`src/rtl/mlam_stream_pkg.sv`:
```
// rtl/mlam_stream_pkg.sv - shared types, lane helpers and reference product model
package mlam_stream_pkg;

  localparam int MAX_W   = 16;
  localparam int MAX_BUS = 256;

  localparam logic MODE_EXACT  = 1'b0;
  localparam logic MODE_APPROX = 1'b1;

  // Majority of three; with z=0 it is AND, with z=1 it is OR.
  function automatic logic maj3(input logic x, input logic y, input logic z);
    return (x & y) | (x & z) | (y & z);
  endfunction

  // Extract lane `lane` of width `w` from a packed bus (zero-extended to MAX_W).
  function automatic logic [MAX_W-1:0] lane_get(input logic [MAX_BUS-1:0] bus,
                                                input int lane, input int w);
    logic [MAX_BUS-1:0] sh;
    logic [MAX_W-1:0]   r;
    sh = bus >> (lane * w);
    r  = '0;
    for (int i = 0; i < MAX_W; i++) begin
      if (i < w) r[i] = sh[i];
    end
    return r;
  endfunction

  // Upper half of a 2*w-bit lane product.
  function automatic logic [MAX_W-1:0] lane_msb(input logic [2*MAX_W-1:0] p, input int w);
    logic [MAX_W-1:0] r;
    r = '0;
    for (int i = 0; i < MAX_W; i++) begin
      if (i < w) r[i] = p[i+w];
    end
    return r;
  endfunction

  // Column-wise reference: columns below k collapse to an OR, the rest keep
  // their exact weighted popcount. k=0 gives the exact product.
  function automatic logic [2*MAX_W-1:0] approx_mult(input logic [MAX_W-1:0] a,
                                                     input logic [MAX_W-1:0] b,
                                                     input int k);
    logic [2*MAX_W-1:0] p;
    int cnt;
    p = '0;
    for (int n = 0; n < 2*MAX_W; n++) begin
      cnt = 0;
      for (int i = 0; i < MAX_W; i++) begin
        if ((n - i) >= 0 && (n - i) < MAX_W) begin
          if (a[i] && b[n-i]) cnt++;
        end
      end
      if (n < k) p[n] = (cnt != 0);
      else       p = p + ((2*MAX_W)'(cnt) << n);
    end
    return p;
  endfunction

endpackage

```
`src/rtl/mlam_lor_lane.sv`:
```
// rtl/mlam_lor_lane.sv - combinational exact / lower-part-OR lane multiplier
module mlam_lor_lane
  import mlam_stream_pkg::*;
#(
  parameter int WIDTH       = 8,
  parameter int APPROX_COLS = 8
) (
  input  logic [WIDTH-1:0]   a,
  input  logic [WIDTH-1:0]   b,
  input  logic               mode,
  output logic [2*WIDTH-1:0] p
);

  localparam int PW = 2 * WIDTH;

  logic [PW-1:0] hi_sum;
  logic [PW-1:0] lo_or;
  logic [PW-1:0] exact_p;
  logic          pp;

  // Split the partial-product array: low columns OR together, high columns add exactly.
  always_comb begin
    hi_sum = '0;
    lo_or  = '0;
    pp     = 1'b0;
    for (int i = 0; i < WIDTH; i++) begin
      for (int j = 0; j < WIDTH; j++) begin
        pp = maj3(a[i], b[j], 1'b0);
        if ((i + j) < APPROX_COLS) lo_or[i+j] = maj3(lo_or[i+j], pp, 1'b1);
        else                       hi_sum = hi_sum + (PW'(pp) << (i + j));
      end
    end
  end

  assign exact_p = PW'(a) * PW'(b);

  // The two parts occupy disjoint bit ranges, so OR is the same as add here.
  assign p = (mode == MODE_APPROX) ? (hi_sum | lo_or) : exact_p;

endmodule

```
`src/rtl/mlam_stream_mult.sv`:
```
// rtl/mlam_stream_mult.sv - two-stage back-pressurable multi-lane multiplier
module mlam_stream_mult
  import mlam_stream_pkg::*;
#(
  parameter int WIDTH       = 8,
  parameter int CHANNELS    = 3,
  parameter int APPROX_COLS = 8,
  parameter int CNT_W       = 32
) (
  input  logic                          clk,
  input  logic                          rst,
  input  logic                          in_valid,
  output logic                          in_ready,
  input  logic [CHANNELS*WIDTH-1:0]     in_a,
  input  logic [CHANNELS*WIDTH-1:0]     in_b,
  input  logic                          in_mode,
  output logic                          out_valid,
  input  logic                          out_ready,
  output logic [CHANNELS*2*WIDTH-1:0]   out_p,
  output logic [CHANNELS*WIDTH-1:0]     out_msb,
  output logic                          out_mode,
  output logic [CNT_W-1:0]              txn_count
);

  localparam int LW = CHANNELS * WIDTH;
  localparam int PW = 2 * WIDTH;

  logic          s1_valid_q, s1_valid_d;
  logic [LW-1:0] s1_a_q, s1_a_d;
  logic [LW-1:0] s1_b_q, s1_b_d;
  logic          s1_mode_q, s1_mode_d;

  logic                   s2_valid_q, s2_valid_d;
  logic [CHANNELS*PW-1:0] s2_p_q, s2_p_d;
  logic                   s2_mode_q, s2_mode_d;

  logic [CNT_W-1:0] txn_q, txn_d;

  logic                   s2_advance;
  logic                   s2_load;
  logic                   in_fire;
  logic                   out_fire;
  logic [CHANNELS*PW-1:0] lane_p_bus;

  // S2 frees up when it is empty or its beat leaves; S1 rides on that.
  assign s2_advance = !s2_valid_q || out_ready;
  assign in_ready   = !s1_valid_q || s2_advance;
  assign in_fire    = in_valid && in_ready;
  assign s2_load    = s2_advance && s1_valid_q;
  assign out_fire   = s2_valid_q && out_ready;

  for (genvar c = 0; c < CHANNELS; c++) begin : g_lane
    logic [WIDTH-1:0] la;
    logic [WIDTH-1:0] lb;
    logic [PW-1:0]    lp;

    assign la = WIDTH'(lane_get(MAX_BUS'(s1_a_q), c, WIDTH));
    assign lb = WIDTH'(lane_get(MAX_BUS'(s1_b_q), c, WIDTH));

    mlam_lor_lane #(
      .WIDTH      (WIDTH),
      .APPROX_COLS(APPROX_COLS)
    ) u_lane (
      .a   (la),
      .b   (lb),
      .mode(s1_mode_q),
      .p   (lp)
    );

    assign lane_p_bus[c*PW +: PW] = lp;
    assign out_msb[c*WIDTH +: WIDTH] = WIDTH'(lane_msb((2*MAX_W)'(s2_p_q[c*PW +: PW]), WIDTH));

    // Cross-check every lane product against the column reference as S2 captures it.
    always_ff @(posedge clk) begin
      if (!rst && s2_load) begin
        assert (lp == PW'(approx_mult(MAX_W'(la), MAX_W'(lb),
                                      (s1_mode_q == MODE_APPROX) ? APPROX_COLS : 0)));
      end
    end
  end

  // Next-state for both stages and the delivered-beat counter.
  always_comb begin
    s1_valid_d = s1_valid_q;
    s1_a_d     = s1_a_q;
    s1_b_d     = s1_b_q;
    s1_mode_d  = s1_mode_q;
    s2_valid_d = s2_valid_q;
    s2_p_d     = s2_p_q;
    s2_mode_d  = s2_mode_q;
    txn_d      = txn_q + CNT_W'(out_fire);

    if (in_ready) begin
      s1_valid_d = in_valid;
      if (in_fire) begin
        s1_a_d    = in_a;
        s1_b_d    = in_b;
        s1_mode_d = in_mode;
      end
    end

    if (s2_advance) begin
      s2_valid_d = s1_valid_q;
      if (s1_valid_q) begin
        s2_p_d    = lane_p_bus;
        s2_mode_d = s1_mode_q;
      end
    end
  end

  // Pipeline registers; reset drops every in-flight beat.
  always_ff @(posedge clk) begin
    if (rst) begin
      s1_valid_q <= 1'b0;
      s1_a_q     <= '0;
      s1_b_q     <= '0;
      s1_mode_q  <= 1'b0;
      s2_valid_q <= 1'b0;
      s2_p_q     <= '0;
      s2_mode_q  <= 1'b0;
      txn_q      <= '0;
    end else begin
      s1_valid_q <= s1_valid_d;
      s1_a_q     <= s1_a_d;
      s1_b_q     <= s1_b_d;
      s1_mode_q  <= s1_mode_d;
      s2_valid_q <= s2_valid_d;
      s2_p_q     <= s2_p_d;
      s2_mode_q  <= s2_mode_d;
      txn_q      <= txn_d;
    end
  end

  assign out_valid = s2_valid_q;
  assign out_p     = s2_p_q;
  assign out_mode  = s2_mode_q;
  assign txn_count = txn_q;

endmodule

```
`config.mk`:
```
export PLATFORM = sky130hd
export DESIGN_NAME = mlam_stream_mult
export DESIGN_NICKNAME = d
export VERILOG_FILES = /design/src/rtl/mlam_stream_pkg.sv /design/src/rtl/mlam_lor_lane.sv /design/src/rtl/mlam_stream_mult.sv
export SDC_FILE = /design/constraint.sdc
export NUM_CORES = 1
export LEC_CHECK = 0
export CAP_MARGIN = 20
export CORE_MARGIN = 2
export CORE_UTILIZATION = 45
export DETAILED_ROUTE_END_ITERATION = 6
export PLACE_DENSITY = 0.74
export SLEW_MARGIN = 0
export SYNTH_ARGS = -nofsm -noshare
export SYNTH_HDL_FRONTEND = slang
export SYNTH_SLANG_ARGS = --single-unit
```
`constraint.sdc`:
```
create_clock -name clk -period 4.9 [get_ports clk]
set_input_delay 0.98 -clock clk [delete_from_list [all_inputs] [get_ports clk]]
set_output_delay 0.98 -clock clk [all_outputs]
set_load 0.01 [all_outputs]
```
Word level (Yosys, flattened, before mapping)
Index checks and enable logic that the tools add are counted.
{"block": "op_classes", "addsub": 82, "multipliers": 3, "n_div": 0, "magnitude_cmp": 0, "n_eq_ne": 0, "shift": 0, "muxes": 3, "n_bitwise": 447, "n_reduce_logical": 8}
{"op": "$add 16x10->16", "n": 18}
{"op": "$and 1x1->1", "n": 276}
{"op": "$add 16x11->16", "n": 15}
{"op": "$add 16x9->16", "n": 15}
{"op": "$add 16x12->16", "n": 12}
{"op": "$or 1x1->1", "n": 168}
{"op": "$add 16x13->16", "n": 9}
{"op": "$add 16x14->16", "n": 6}
{"op": "$add 16x15->16", "n": 3}
{"op": "$mul 8x8->16", "n": 3}
{"op": "$mux 16", "n": 3}
{"op": "$or 16x8->16", "n": 3}
{"op": "$add 32x1->32", "n": 1}
{"op": "$add 9x9->10", "n": 3}
{"op": "$reduce_and 2->1", "n": 2}
{"op": "$logic_and 1x1->1", "n": 2}
{"op": "$logic_not 1->1", "n": 2}
{"op": "$logic_or 1x1->1", "n": 2}
{"block": "word_totals", "regBits": 132, "latch_bits": 0, "mem_bits_rw": 0, "mem_bits_ro": 0, "inputBits": 53, "out_inout_bits": 107, "word_cells": 551, "memories": 0}

Longest topological paths before layout
Gate-level depths: netlist of run 1.
{"block": "logic_depth", "ltp_word": 30, "mapped_depth": 19, "ltp_nobuf": 17}

Hierarchy
From an unflattened synthesis of run 1, not the netlist that was laid out.
{"block": "hier_totals", "hier_cells": 1726, "area_unflattened_um2": 14228.6}
{"module": "mlam_stream_mult", "instances": 1, "cells_each": 633, "area_per_inst_um2": 5093.6, "seq_area_each_um2": 2642.5}
{"module": "mlam_lor_lane (g_lane[2].u_lane)", "instances": 1, "cells_each": 367, "area_per_inst_um2": 3086.7, "seq_area_each_um2": 0.0}
{"module": "mlam_lor_lane (g_lane[1].u_lane)", "instances": 1, "cells_each": 365, "area_per_inst_um2": 3026.7, "seq_area_each_um2": 0.0}
{"module": "mlam_lor_lane (g_lane[0].u_lane)", "instances": 1, "cells_each": 361, "area_per_inst_um2": 3021.6, "seq_area_each_um2": 0.0}

Worst setup path before layout of run 1
No wires, ideal clock.
{"block": "synth_timing", "path_kind": "register -> register", "startpoint": "register s1_a_q[0]", "endpoint": "register s2_p_q[13], in the netlist out_p[13]", "setup_ns": 0.101, "arrival_ns": 4.261, "slack_ns": 0.538, "path_stages_with_launch": 17, "cell_sequence": "dfxtp_1 -> clkbuf_1 -> nand2_1 -> fa_1 -> fa_1 -> inv_1 -> fa_1 -> inv_1 -> fa_1 -> inv_1 -> ha_1 -> o21a_1 -> o31a_1 -> a41oi_1 -> mux2i_1 -> nor2_1 -> o41ai_1"}
{"block": "synth_between", "elab_chain_cells": 2}
{"item": "from (decl)", "line": "mlam_stream_mult.sv:29", "rtl": "logic [LW-1:0] s1_a_q, s1_a_d;"}
{"item": "from (signal assigned)", "line": "mlam_stream_mult.sv:115", "rtl": "s1_a_q <= '0;"}
{"item": "from (signal assigned)", "line": "mlam_stream_mult.sv:124", "rtl": "s1_a_q <= s1_a_d;"}
{"item": "$mul 8x8->16", "line": "mlam_lor_lane.sv:35", "rtl": "assign exact_p = PW'(a) * PW'(b);"}
{"item": "$mux 16", "line": "mlam_lor_lane.sv:38", "rtl": "assign p = (mode == MODE_APPROX) ? (hi_sum | lo_or) : exact_p;"}
{"item": "to (signal assigned)", "line": "mlam_stream_mult.sv:128", "rtl": "s2_p_q <= s2_p_d;"}
{"item": "to (decl)", "line": "mlam_stream_mult.sv:34", "rtl": "logic [CHANNELS*PW-1:0] s2_p_q, s2_p_d;"}
Every way passes these cells.
A chain may end at the register's enable or synchronous reset.

Worst setup path in the final report of run 1
{"block": "layout_timing", "startpoint": "register s1_a_q[0]", "endpoint": "register s2_p_q[14], in the netlist out_p[14]"}
Same word-level chain as after synthesis.

==> results of run 1 <==
-- cell families (layout without fill, tap and decap cells) --
family / count (synthesis) / count (layout) / synth area share
simple gates: 580 / 580 / 0.200
buf+inv: 354 / 471 / 0.101
fa+ha+maj: 329 / 329 / 0.364
compound gates: 272 / 272 / 0.117
flops: 132 / 132 / 0.184
xor+xnor: 51 / 51 / 0.0310
mux: 5 / 5 / 0.00348
-- flip-flops by register name, summed over array words and instances, names as in the netlist --
name	flops
s1_mode_q	1
out_valid	1
s1_valid_q	1
s1_b_q	24
txn_count	32
s1_a_q	24
out_p	48
out_mode	1
-- cell usage after synthesis (10+ instances only) --
library cell / n / area share
nor2_1: 96 / 0.025
xnor2_1: 26 / 0.016
a211oi_1: 27 / 0.014
clkbuf_1: 46 / 0.012
nand3_1: 22 / 0.0076
fa_1: 150 / 0.21
ha_1: 179 / 0.16
o21ai_0: 23 / 0.0080
xor2_1: 25 / 0.015
o21ai_1: 19 / 0.0066
dfxtp_1: 132 / 0.18
nand2_1: 213 / 0.056
buf_4: 24 / 0.013
and2_1: 137 / 0.060
a21o_1: 15 / 0.0078
nor3_1: 26 / 0.0090
inv_1: 267 / 0.070
a21oi_1: 119 / 0.041
o21a_1: 10 / 0.0052
-- layer usage --
| metal | vias up | GRT usage | wire length, um |
|---|---|---|---|
| li1 | 5793 | - | - |
| met1 | 5777 | 0.291 | 15900 |
| met2 | 343 | 0.394 | 18100 |
| met3 | 60 | 0.0419 | 2030 |
| met4 | 0 | 0.0730 | 846 |
| met5 | - | 0 | 0 |
-- repair_timing --
action                     4_1_cts  5_1_grt
setup endpoints to repair        0        3
hold buffers                     0        0
buffers inserted                 0        0
resized for setup                0       11
-- worst paths after layout --
path / start / endpoint / cells past startpoint
worst min-delay path: out_p[5] / out_p[5] / 2
worst max register to register: s1_a_q[0] / out_p[14] / 15
worst min register to register: out_p[5] / out_p[5] / 2
worst max-delay path: s1_a_q[0] / out_p[14] / 15
-- cell type report --
cell class,instances,area [um2],share of cell area
clock inverter,15,204,0.0121
clock buffer,17,425,0.0253
timing repair buffer,171,1700,0.101
tap,402,503,0.0299
inverter,268,1010,0.0598
multi-input combinational,1237,10300,0.614
sequential,132,2660,0.158
-- report_power, final --
group	total (mW)	leakage (nW)	switching, mW	internal (mW)
sequential	1.19	1.08	0.0704	1.12
combinational	0.582	6.95	0.323	0.259
clock	1.40	0.308	0.621	0.782
total	3.17	8.34	1.02	2.16
-- worst max-delay path: cells and delay by family, from the launching register on --
family	cells	cell delay, ps
adders and majority gates	5	2470
and+or+nand+nor	2	340
buffers and inverters	3	140
xor gates and xnor gates	1	180
DFF	1	500
AOI/OAI and AO/OA	4	900
==> results.ini, run 1 <==
[route]
drc=0
antenna_left=0
wl_per_cell_um=16.4
dr.pass1.iters=5
routed_via_density=5.34
vias=11973
drt-initial-drc-count=609
finalWirelength_um=36900

[placed_design]
port_buffers=159
gp_congestion=0.881
placed_area_um2=16200
dp.cells=2210
dp_slack_ps=222
place_hpwl_um=29000

[floorplanning]
die-area_um2=33400
die_h_um=183
initial_core_util=0.456
pin_count=160
dieWidth_um=183
rows=65
core_um2=31600

[sta]
skew_ps=14.9
rsz0062_at_grt=no
finalCritPeriodShare=0.953
hold_viol_final=0
layout_setup_ws_ps=229
setup_viol=0
worst_pin_slew_ps=1080
setup_tns_ps=0
drv_slew=0
fmax_mhz=214
hold_slack_ps=449
maxSlewHeadroom=0.282
finalCriticalPeriod_ps=4670

[final_layout]
insertedDiodeCount=0
syn2layout_area_growth_pct=16.8
stdcell_area_um2=16800
drive_gt1_frac=0.0370
final_common_cell=inv_1
finalNonFillerCells=2242
layout.nets=2209
fillers=2928
final_cell_mix=267 x inv_1, 213 x nand2_1, 179 x ha_1
finalCoreUtilization=0.533

[power_and_ir_drop]
p_leak_nw=8.34
power.total_mw=3.17
ir_drop_mv=0.255
p_per_area_nw_per_um2=189

[synth]
netlist_area_um2=14400
synth_edf_count=0
synth_seq_area_share=0.184
synthArstFlopShare=0
synth-main-ff-cell=dfxtp_1
yosys_warnings=0
synth_cell_types=67
ys_seq_elements=132
netlist_instances=1723
synth_nets=2105
syn_avg_cell_area_um2=8.36

[worst_setup_path]
cp.arrival_ps=4990
cp_max_fo=9
cp-start-kind=flip-flop
critPathCaptureType=flip-flop
ff2ff_setup_slack_ps=230
path_cells=nand2_1 > fa_1 > fa_1 > inv_1 > fa_1 > inv_1 > fa_1 > inv_1 > ha_1 > and3_1 > a22oi_1 > a21oi_1 > a21oi_1 > xor2_1 > a31oi_1
critPathMaxStageDelay_ps=550
crit_top_cell=fa_1
required_ps=5220
path_class=flip-flop to flip-flop
slowest_stage=fa_1

[worst_hold_path]
holdCritPathClass=flip-flop to flip-flop

[clock_network]
cts_buffer_depth=2
cts_buffers=17
cts_root_buffer=clkbuf_16
clock-sinks=132
clk_latency_ps=460
cts_htree_levels=4
tritoncts=yes
clkSlewWorstSetupHoldPaths_ps=70

[job]
maxCapViolCount=0

[grt]
antenna_found_initial=0
grt_pass1_vias=12356
grt_first_pass_wirelength_um=61600
overflow=0
grt_max_degree=98
globalRouteTotalUtil=0.229

[run_status]
status=complete, no violations

(Power assumes the default switching activity.)
==> run 2: changes to the inputs <==
--- a/config.mk
+++ b/config.mk
@@ -9,6 +9,7 @@
 export CORE_MARGIN = 2
 export CORE_UTILIZATION = 45
 export DETAILED_ROUTE_END_ITERATION = 6
+export MAX_ROUTING_LAYER = met4
 export PLACE_DENSITY = 0.74
 export SLEW_MARGIN = 0
 export SYNTH_ARGS = -nofsm -noshare
==> run 2 against run 1 <==
- highest routed layer unchanged
- critical path type unchanged
- non-clock buffer count rose by 5
- cell area fell by 0.14%
- critical endpoint is now out_p[8]
- register-to-register slack about the same
- clock-buffer cell count unchanged
==> results.ini, run 2 (same netlist as run 1, synthesis figures left out) <==
[worst_setup_path]
cp-start-kind=flip-flop
crit_cells=16  ; +1
path_class=flip-flop to flip-flop
required_ps=5280  ; +60 ps
cp_num_buf_inv=4  ; +1
path_delay_family=adder cells
critPathCaptureType=flip-flop
cp_max_fo=9  ; unchanged
r2r_cells=16  ; +1
cp.arrival_ps=5050  ; +60 ps
reg2reg_from=s1_a_q[3]
endpoint=out_p[8]
slowest_stage=fa_1
ff2ff_setup_slack_ps=220  ; about the same
setup.worst_path.start=s1_a_q[3]
critPathMaxStageDelay_ps=560  ; about the same
path_cells=and2_1 > fa_1 > inv_1 > fa_1 > inv_1 > fa_1 > inv_1 > fa_1 > inv_1 > ha_1 > and3_1 > a22oi_1 > nand2b_1 > a221oi_1 > a211oi_1 > nor3_1
r2r_end=out_p[8]

[placed_design]
dp.cells=2215  ; +0.23%
place_hpwl_um=28900  ; -0.27%
gp_congestion=0.873  ; -0.90%
port_buffers=159  ; unchanged

[route]
drc=0  ; unchanged
dr.pass1.iters=5  ; unchanged
finalWirelength_um=36400  ; -1.3%
wl_per_cell_um=16.2  ; -1.5%
antenna_left=0  ; unchanged
routed_via_density=5.24  ; -1.9%
vias=11772  ; -1.7%
drt-initial-drc-count=684  ; +12%

[clock_network]
clock-sinks=132  ; unchanged
cts_buffer_depth=2  ; unchanged
post-cts-setup-buffer-count=0  ; unchanged
cts_buffers=17  ; unchanged
clk_latency_ps=460  ; about the same
cts_root_buffer=clkbuf_16
ctsResizeCount=0  ; unchanged
clkSlewWorstSetupHoldPaths_ps=70  ; about the same
cts_htree_levels=4  ; unchanged
hold_buffers=0  ; unchanged
tritoncts=yes

[sta]
fmax_mhz=214  ; -0.14%
maxSlewHeadroom=0.331  ; +0.0495
finalCritPeriodShare=0.955  ; +0.00131
setup_viol=0  ; unchanged
hold_viol_final=0  ; unchanged
setup_tns_ps=0  ; unchanged
finalCriticalPeriod_ps=4680  ; +6.43 ps
worst_pin_slew_ps=1000  ; -74.2 ps
drv_slew=0  ; unchanged
skew_ps=11.3  ; -3.62 ps
rsz0062_at_grt=no

[grt]
grt_use_met3=0.0375  ; -0.00437
grt_first_pass_wirelength_um=59800  ; -2.9%
use_met2=0.393  ; -0.000913
busiest_layer=met2
grt_use_met1=0.279  ; -0.0114
globalRouteTotalUtil=0.231  ; +0.00197
grt_max_degree=79  ; -19%
antenna_found_initial=0  ; unchanged
overflow=0  ; unchanged
grt_pass1_vias=11972  ; -3.1%

[floorplanning]
core_um2=31600  ; unchanged
initial_core_util=0.456  ; unchanged
rows=65  ; unchanged
dieWidth_um=183  ; unchanged
die_h_um=183  ; unchanged
die-area_um2=33400  ; unchanged
pin_count=160  ; unchanged

[worst_hold_path]
holdCritPathClass=flip-flop to flip-flop

[final_layout]
finalCoreUtilization=0.532  ; -0.000754
final_cell_mix=267 x inv_1, 213 x nand2_1, 179 x ha_1
drive_gt1_frac=0.0347  ; -0.00227
final_common_cell=inv_1
largest_register_ffs=48  ; unchanged
syn2layout_area_growth_pct=16.7
layout.nets=2214  ; +0.23%
insertedDiodeCount=0  ; unchanged
finalNonFillerCells=2247  ; +0.22%

[power_and_ir_drop]
p_per_area_nw_per_um2=184  ; -2.5%
ir_drop_mv=0.257  ; +0.74%
p_leak_nw=8.34  ; about the same

[run_status]
status=complete, no violations

[job]
maxCapViolCount=0  ; unchanged

-- run 2: cell count changes in the layout (fill, tap and decap cells not counted), sizes merged --
| cell | change |
|---|---|
| buf | +5 |
| bufinv | -1 |
| clkinvlp | +1 |
-- run 2: where the power goes --
group | switching [mW] | leakage (nW) | internal (mW)
registers | 0.0694 | 1.08 | 1.12
logic | 0.322 | 6.97 | 0.260
clock network | 0.600 | 0.290 | 0.723
-- run 2: worst min path at each step --
| stage | start | end | slack (ps) | depth (start not counted) |
|---|---|---|---|---|
| after floorplan | out_p[0] | out_p[0] | 480 | 2 |
| after global placement | out_p[5] | out_p[5] | 440 | 2 |
| after detailed placement | out_p[5] | out_p[5] | 450 | 2 |
| after CTS | out_p[5] | out_p[5] | 450 | 2 |
| after global routing | out_p[36] | out_p[36] | 470 | 2 |
| final | out_p[5] | out_p[5] | 450 | 2 |
-- run 2: layer usage --
| metal | vias to the layer above | part of all wire | wire length [um] |
|---|---|---|---|
| met5 | - | 0 | 0 |
| met1 | 5624 | 0.44 | 15900 |
| met3 | 51 | 0.044 | 1600 |
| li1 | 5800 | - | - |
| met4 | 0 | 0.022 | 811 |
| met2 | 297 | 0.50 | 18100 |
-- run 2: metrics by stage --
| step | setup slack (ps) | total power [mW] | hold WS, ps | instance area, um2 |
|---|---|---|---|---|
| 2_1_floorplan | 538 | 1.56 | 476 | 14400 |
| 3_3_place_gp | 316 | 1.77 | 439 | 16200 |
| 3_5_place_dp | 171 | 1.79 | 446 | 16200 |
| 4_1_cts | 141 | 3.13 | 453 | 16800 |
| 5_1_grt | 9.67 | 3.25 | 472 | 16800 |
| 6_report | 223 | 3.09 | 450 | 16800 |
-- run 2: final cells by class --
type	count	area (um2)
fill	2965	14800
inverter	268	1010
clock buffer	17	425
sequential	132	2650
timing repair buffer	176	1730
multi-input combinational	1237	10300
tap	402	503
clock inverter	15	165
-- run 2: worst min-delay path, delay by kind of cell, from the launching register on --
| family | cells | cell delay, ps |
|---|---|---|
| AOI/OAI and AO/OA | 1 | 50 |
| DFF | 1 | 310 |
| and+or+nand+nor | 1 | 50 |
==> run 3: changes to the inputs <==
--- a/config.mk
+++ b/config.mk
@@ -7,10 +7,10 @@
 export LEC_CHECK = 0
 export CAP_MARGIN = 20
 export CORE_MARGIN = 2
-export CORE_UTILIZATION = 45
+export CORE_UTILIZATION = 30
 export DETAILED_ROUTE_END_ITERATION = 6
 export MAX_ROUTING_LAYER = met4
-export PLACE_DENSITY = 0.74
+export PLACE_DENSITY = 0.56
 export SLEW_MARGIN = 0
 export SYNTH_ARGS = -nofsm -noshare
 export SYNTH_HDL_FRONTEND = slang
==> run 3 against run 2 <==
- wire length grew 6.8%
- utilization shrank 17 points
- flip-flop and latch count is the same
- register-to-register slack gained 80 ps
- cell count grew 9.5%
- maximum frequency grew 1.7%
- largest cell class unchanged
- largest power group unchanged
==> results.ini, run 3 (same netlist as run 1, synthesis figures left out) <==
[run_status]
status=complete, no violations

[floorplanning]
initial_core_util=0.303  ; -0.153
die-area_um2=49800  ; +49%
pin_count=160  ; unchanged
die_h_um=223  ; +22%
core_um2=47500  ; +51%
dieWidth_um=223  ; +22%
rows=80  ; +23%

[placed_design]
port_buffers=159  ; unchanged
gp_congestion=0.847  ; -3.0%
place_hpwl_um=30800  ; +6.6%
placed_area_um2=16500  ; +1.7%

[route]
dr.pass1.iters=7  ; +2
wl_per_cell_um=15.8  ; -2.4%
routed_via_density=4.76  ; -9.1%
drc=0  ; unchanged
drt-initial-drc-count=574  ; -16%
finalWirelength_um=38900  ; +6.8%
antenna_left=0  ; unchanged
vias=11711  ; -0.52%

[clock_network]
ctsResizeCount=0  ; unchanged
cts_buffers=17  ; unchanged
post-cts-setup-buffer-count=0  ; unchanged
clk_latency_ps=470  ; about the same
hold_buffers=0  ; unchanged
tritoncts=yes
cts_htree_levels=4  ; unchanged
clkSlewWorstSetupHoldPaths_ps=70  ; about the same
clock-sinks=132  ; unchanged
cts_root_buffer=clkbuf_16
cts_buffer_depth=2  ; unchanged

[sta]
fmax_mhz=217  ; +1.7%
rsz0062_at_grt=no
worst_pin_slew_ps=751  ; -252 ps
drv_slew=0  ; unchanged
setup_viol=0  ; unchanged
maxSlewHeadroom=0.497  ; +0.166
skew_ps=9.62  ; -1.63 ps
finalCritPeriodShare=0.939  ; -0.0158
hold_viol_final=0  ; unchanged
setup_tns_ps=0  ; unchanged
finalCriticalPeriod_ps=4600  ; -77.5 ps

[grt]
overflow=0  ; unchanged
grt_first_pass_wirelength_um=63700  ; +6.5%
antenna_found_initial=0  ; unchanged
globalRouteTotalUtil=0.167  ; -0.0632
grt_max_degree=66  ; -16%
grt_pass1_vias=12013  ; +0.34%

[worst_setup_path]
cp_max_fo=9  ; unchanged
cp.arrival_ps=5000  ; -50 ps
required_ps=5300  ; +20 ps
cp-start-kind=flip-flop
critPathCaptureType=flip-flop
path_class=flip-flop to flip-flop

[final_layout]
regArea_um2=2650  ; +0.28%
drive_gt1_frac=0.0390  ; +0.00434
largest_register_ffs=48  ; unchanged
layout.nets=2214  ; unchanged
final_cell_mix=267 x inv_1, 212 x nand2_1, 179 x ha_1
stdcell_area_um2=17100  ; +1.7%
insertedDiodeCount=0  ; unchanged
fillers=4918  ; +66%
final_common_cell=inv_1
syn2layout_area_growth_pct=18.7
multi_input_area_um2=10300  ; +0.12%

[job]
maxCapViolCount=0  ; unchanged

[power_and_ir_drop]
p_per_area_nw_per_um2=179  ; -3.0%
p_leak_nw=8.33  ; -0.14%
ir_drop_mv=0.171  ; -34%

[worst_hold_path]
holdCritPathClass=flip-flop to flip-flop

run 3: changes by cell type in the layout (fill, tap and decap cells not counted), moves of 2 or more:
cell        delta
buf_12         +2
inv_6          -2
dfxtp_1        -6
dfxtp_2        +6
clkinvlp_4     +3
buf_4          -2
inv_8          -3
run 3: where the power goes:
part | total [mW] | switching [mW] | internal, mW
combinational | 0.586 | 0.325 | 0.261
sequential | 1.19 | 0.0748 | 1.12
clock | 1.27 | 0.556 | 0.716
total | 3.05 | 0.956 | 2.09
run 3: final timing paths:
check                           startpoint  depth (start not counted)  slack, ps        end
worst min register to register   out_p[33]                          2        450  out_p[33]
worst max-delay path            s1_a_q[17]                         16        300  out_p[43]
worst min-delay path             out_p[33]                          2        450  out_p[33]
worst max register to register  s1_a_q[17]                         16        300  out_p[43]
run 3: cell type report:
type                            count  share of cell area
Clock buffer                       19              0.0259
Clock inverter                     13             0.00732
Inverter                          268              0.0589
Multi-Input combinational cell   1237               0.605
Sequential cell                   132               0.155
Tap cell                          615              0.0450
Timing Repair Buffer              176               0.103
run 3: routing by layer:
| layer | GRT usage | share of wire | vias to the layer above | routed length [um] |
|---|---|---|---|---|
| met3 | 0.0263 | 0.038 | 22 | 1470 |
| met4 | 0.0442 | 0.012 | 0 | 461 |
| met5 | - | 0 | - | 0 |
| met1 | 0.220 | 0.48 | 5667 | 18700 |
| li1 | - | - | 5792 | - |
| met2 | 0.269 | 0.47 | 230 | 18200 |
run 3: worst max-delay path: stages, from the launching register on:
cell and delay [ps]:
dfxtp_1 530, and2_1 220, inv_1 70, fa_1 530, inv_1 50, fa_1 520
fa_1 550, inv_1 60, fa_1 530, inv_1 40, ha_1 330, o21a_1 180
nor2_1 190, a21oi_1 110, a21oi_1 270, mux2i_1 200, and3_1 160
run 3: stage by stage:
stage / setup WS, ps / total power [mW] / utilization / hold WS (ps) / std cells
global route: 0.270 / 3.23 / 0.359 / 472 / 2460
detailed placement: 220 / 1.80 / 0.346 / 447 / 2427
CTS: 200 / 3.11 / 0.358 / 454 / 2459
global placement: 260 / 1.79 / 0.346 / 442 / 2426
finish: 300 / 3.05 / 0.359 / 453 / 2460
floorplan: 538 / 1.56 / - / 476 / 1723
